==> config.mk <==
export PLATFORM = sky130hd
export DESIGN_NAME = jt6295_interp
export DESIGN_NICKNAME = d
export VERILOG_FILES = /design/src/rtl/jt6295_interp.sv
export SDC_FILE = /design/constraint.sdc
export NUM_CORES = 1
export LEC_CHECK = 0
export BUFFER_PORTS_ARGS = -buffer_cell sky130_fd_sc_hd__buf_4
export CORE_UTILIZATION = 29
export DETAILED_ROUTE_END_ITERATION = 6
export GPL_TIMING_DRIVEN = 0
export PLACE_DENSITY = 0.47
export SYNTH_ARGS = -nofsm -noshare
export SYNTH_HDL_FRONTEND = slang
export SYNTH_SLANG_ARGS = --single-unit
==> constraint.sdc <==
create_clock -name clk -period 10.9 [get_ports clk]
set_clock_uncertainty 0.2 [all_clocks]
set_input_delay 0 -clock clk [delete_from_list [all_inputs] [get_ports clk]]
set_output_delay 0 -clock clk [all_outputs]
set_load 0.01 [all_outputs]
==> src/rtl/jt6295_interp.sv <==
// Linear interpolator between consecutive ADPCM samples. It raises the output rate to
// 2^STEPS_LOG2 points per input sample, walking from the previous sample towards the current one.
module jt6295_interp #(
    parameter int STEPS_LOG2 = 2
) (
    input  logic               clk,
    input  logic               rst,
    input  logic               cen_in,
    input  logic               cen_out,
    input  logic signed [13:0] sound_in,
    output logic signed [13:0] sound_out,
    output logic               sample
);

    // Strobe semantics: cen_in carries a sound_in sample in the same cycle, with no back-pressure.
    // Each cen_out produces exactly one sound_out update, flagged by sample one cycle later.
    localparam int PW = 15 + STEPS_LOG2;
    localparam logic [STEPS_LOG2-1:0] PHASE_MAX = '1;

    logic signed [13:0]       prev, cur;
    logic [STEPS_LOG2-1:0]    phase;

    logic signed [13:0]       prev_eff, cur_eff;
    logic [STEPS_LOG2-1:0]    phase_eff;
    logic signed [14:0]       delta;
    logic signed [PW-1:0]     prod;
    logic signed [PW-1:0]     interp;
    logic signed [13:0]       next_out;

    // A coincident cen_in is applied first, so cen_out sees the freshly captured pair.
    always_comb begin
        prev_eff  = cen_in ? cur      : prev;
        cur_eff   = cen_in ? sound_in : cur;
        phase_eff = cen_in ? '0       : phase;
        delta     = 15'(cur_eff) - 15'(prev_eff);
        prod      = PW'(delta) * $signed(PW'(phase_eff));
        interp    = PW'(prev_eff) + (prod >>> STEPS_LOG2);
        // The result lies between prev and cur, so dropping the upper bits is lossless.
        next_out  = 14'(interp);
    end

    always_ff @(posedge clk) begin
        if (rst) begin
            prev      <= '0;
            cur       <= '0;
            phase     <= '0;
            sound_out <= '0;
            sample    <= 1'b0;
        end else begin
            prev   <= prev_eff;
            cur    <= cur_eff;
            sample <= cen_out;
            if (cen_out) begin
                sound_out <= next_out;
                phase     <= (phase_eff == PHASE_MAX) ? PHASE_MAX : phase_eff + 1'b1;
            end else begin
                phase     <= phase_eff;
            end
        end
    end

endmodule

==> summary.md <==
| Metric | Value |
|---|---|
| Peak supply drop | 0.05810 mV |
| CP Class | in2reg |
| Synth Warn # | 0 |
| Die height | 113.6 um |
| Largest net degree at the start of global routing | 14 |
| Normalized max-slew margin | 45.63% |
| Number of buffers created by CTS | 5 |
| Post-route DRC | 0 |
| Status | completed |
| Max Cap Viol | 0 |
| Worst skew pair latency | 0.28 ns |
| Initial Utilization | 29.92% |
| Gate power share | 29.6% |
| Clock-pin slew on the worst setup and hold paths | 0.06 ns |
| Initial DRC count | 96 |
| Critical Path RT | 10.90 ns |
| Layout area overhead | 20.74% |
| Die width | 113.6 um |
| Clock Sinks | 45 |
| Vias in the first global route | 3050 |
| Post-synthesis simple-gate area fraction | 16.99% |
| Drt pass-1 iters | 4 |
| F_max | 0.1443 GHz |
| First-pass GRT wire length | 14.67 mm |
| RSZ-0062 raised after global routing | false |
| Internal power | 346.2 uW |
| FF+latch area | 900.9 um2 |
| Power per standard cell area | 113.2 mW/mm2 |
| Hpwl dp | 6.960 mm |
| H-Tree Depth | 2 |
| Compound-Gate Fraction of Synth Area | 16.16% |
| Multi-input gate area | 0.002582 mm2 |
| Post-synth top area cell | dfxtp_1 |
| Synthesized instance count | 421 |
| Worst hold path cell count | 3 |
| Total Routing Usage GR | 14.22% |
| Hold Crit Class | in2reg |
| Die area | 0.01289 mm2 |
| Most common cell in the netlist | nor2_1 |
| Post-Syn Nets | 496 |
| Initial antenna violation count | 0 |
| Psw | 146.9 uW |
| Worst r2r path cells | 23 |
| Min Hold Slack | 0.01518 ns |
| Vias | 2997 |
| Sequential share of power | 35.9% |
| CP Capture Type | flip-flop |
| Crit-path max FO | 10 |
| ANT cells | 0 |
| Synth top area share | 24.97% |
| Final Slew Violations | 0 |
| Mean area per synthesized cell | 8.571 um2 |
| Row count | 40 |
| Synth top area cells | dfxtp_1 (25%), ha_1 (19%), nor2_1 (7.0%), mux2i_1 (5.8%), xnor2_1 (4.9%) |
| Fraction of layout cells with a size suffix above 1 | 11.63% |
| Period utilisation layout | 63.57% |
| DR vias/cell | 4.676 |
| Final Hold Fails | 0 |
| Seq/Total Area, Yosys | 24.97% |
| Number of enable flip-flop cells after synthesis | 0 |
| Clk network pwr share | 34.5% |
| Yosys reg bits | 45 |
| Tightest Pin Transition | 0.8156 ns |
| Clock Path Buffers | 2 |
| WL final | 8.653 mm |
| Pleak | 0.002167 uW |
| Main combinational cell family by area after synthesis | adder cells |
| Worst setup SP type | input pin |
| Setup TNS | 0 ns |
| Synth Area in XOR/XNOR | 8.148% |
| Critical Path AT | 6.93 ns |
| Core Area | 0.01206 mm2 |
| Commonest cells post-synth | nor2_1 (67), ha_1 (54), dfxtp_1 (45) |
| CTS tree | done |
| Number of top-level pins | 33 |
| Final setup violation count | 0 |
| Cell area after synthesis | 0.003608 mm2 |
| Avg WL per Cell | 13.50 um |
| Fraction of registers with async set/reset | 0% |
| Synth Area in Adders | 20.39% |
| GR Overflow Total | 0 |
| Post-CTS setup buffers | 0 |
| Placer Congestion | 0.7895 |
| Nets | 548 |
| Ys flop type | dfxtp_1 |
| Clock root buffer | clkbuf_16 |
| Post-synthesis cell type count | 49 |
| Multiplexer share of the synthesized area | 9.882% |
| Fillers | 1292 |
| Min cycle time layout | 6.929 ns |
| Switching Fraction | 29.79% |
| Input/output buffers | 29 |
| Antenna-violating nets left | 0 |
-- kinds of logic after synthesis --
group / count (synthesis)
AND/OR/NAND/NOR: 133
AO/OA/AOI/OAI: 87
adder cells (fa/ha/maj): 57
flip-flops: 45
multiplexers: 34
buffers and inverters: 33
XOR/XNOR: 32
-- metrics by stage --
step                instance area [um2]  utilization [%]  cells  total power, uW  setup slack [ns]
floorplan                          3608                -    421            286.2             4.594
global placement                   4036            33.46    618            320.4             3.626
detailed placement                 4036            33.46    618            321.7             3.591
CTS                                4357            36.12    641            499.4             3.855
global route                       4357            36.12    641            524.6             3.320
finish                             4357            36.12    641            493.1             3.971
-- metal layers --
| layer | vias up | track usage, % | wire, um |
|---|---|---|---|
| met5 | - | 0 | 0 |
| met4 | 0 | 3.158 | 53 |
| met3 | 4 | 1.966 | 209 |
| met2 | 44 | 22.85 | 3652 |
| met1 | 1364 | 20.12 | 4738 |
| li1 | 1585 | - | - |
-- area by class of cell --
type	count	share of cell area [%]
Multi-Input combinational cell	343	59.28
Sequential cell	45	20.68
Timing Repair Buffer	45	8.673
Tap cell	168	4.825
Clock buffer	5	2.872
Inverter	20	1.723
Buffer	13	1.149
Clock inverter	2	0.8041
-- worst paths after layout --
path / startpoint / end / slack (ns)
max: cen_in / sound_out[13]$_SDFFE_PP0P_ / 3.97
min: cen_out / sound_out[2]$_SDFFE_PP0P_ / 0.02
max reg2reg: cur[1]$_SDFF_PP0_ / sound_out[13]$_SDFFE_PP0P_ / 4.75
min reg2reg: sound_out[8]$_SDFFE_PP0P_ / sound_out[8]$_SDFFE_PP0P_ / 0.27
-- state kept, by name, summed over array words and instances (netlist names) --
| register | cells |
|---|---|
| cur | 14 |
| phase | 2 |
| prev | 14 |
| sample | 1 |
| sound_out | 14 |
-- critical path: stages --
cell	delay (ns)
clkbuf_1	0.30
clkbuf_1	0.52
buf_2	0.43
mux2i_1	0.37
inv_1	0.19
fa_1	0.48
and2b_1	0.22
o21ai_2	0.07
o31a_1	0.33
o21ai_0	0.22
xnor2_1	0.21
nor2_1	0.08
ha_1	0.31
ha_1	0.35
and3_1	0.22
a221o_1	0.37
o21bai_1	0.21
a2111oi_0	0.37
nand3b_1	0.16
ha_1	0.26
a21oi_1	0.15
o21ai_0	0.09
a31o_2	0.24
xnor2_1	0.15
xnor3_1	0.41
a211oi_2	0.20
-- layout by cell type (no fill, tap or decap), types with 3 or more instances in the layout --
cell type	instances
ha_1	54
and3_1	4
nor2_1	67
buf_4	29
xnor2_1	20
o21a_1	6
nor4_1	3
a211oi_1	8
fa_1	3
o21bai_1	5
nand2_1	17
a21o_1	11
nand2b_1	5
mux2_2	13
nor2b_1	16
clkbuf_16	5
dfxtp_1	45
dlygate4sd3_1	16
a21oi_1	25
o21ai_0	5
o21ai_1	9
mux2i_1	21
inv_1	20
nor3_1	12
clkbuf_1	11
xor2_1	11
-- power groups by stage --
stage,Clock (uW),Combinational [uW],Sequential (uW)
final,170,146,177
after global routing,183,164,178
after CTS,175,147,177
after detailed placement,0,141,181
after global placement,0,140,181
after floorplan,0,104,182
-- what timing repair did --
action                                 CTS  global route
hold buffers                            16             0
gates resized for setup                  0             0
endpoints found under the hold margin   14             0
Power figures use the tool's default switching activity.
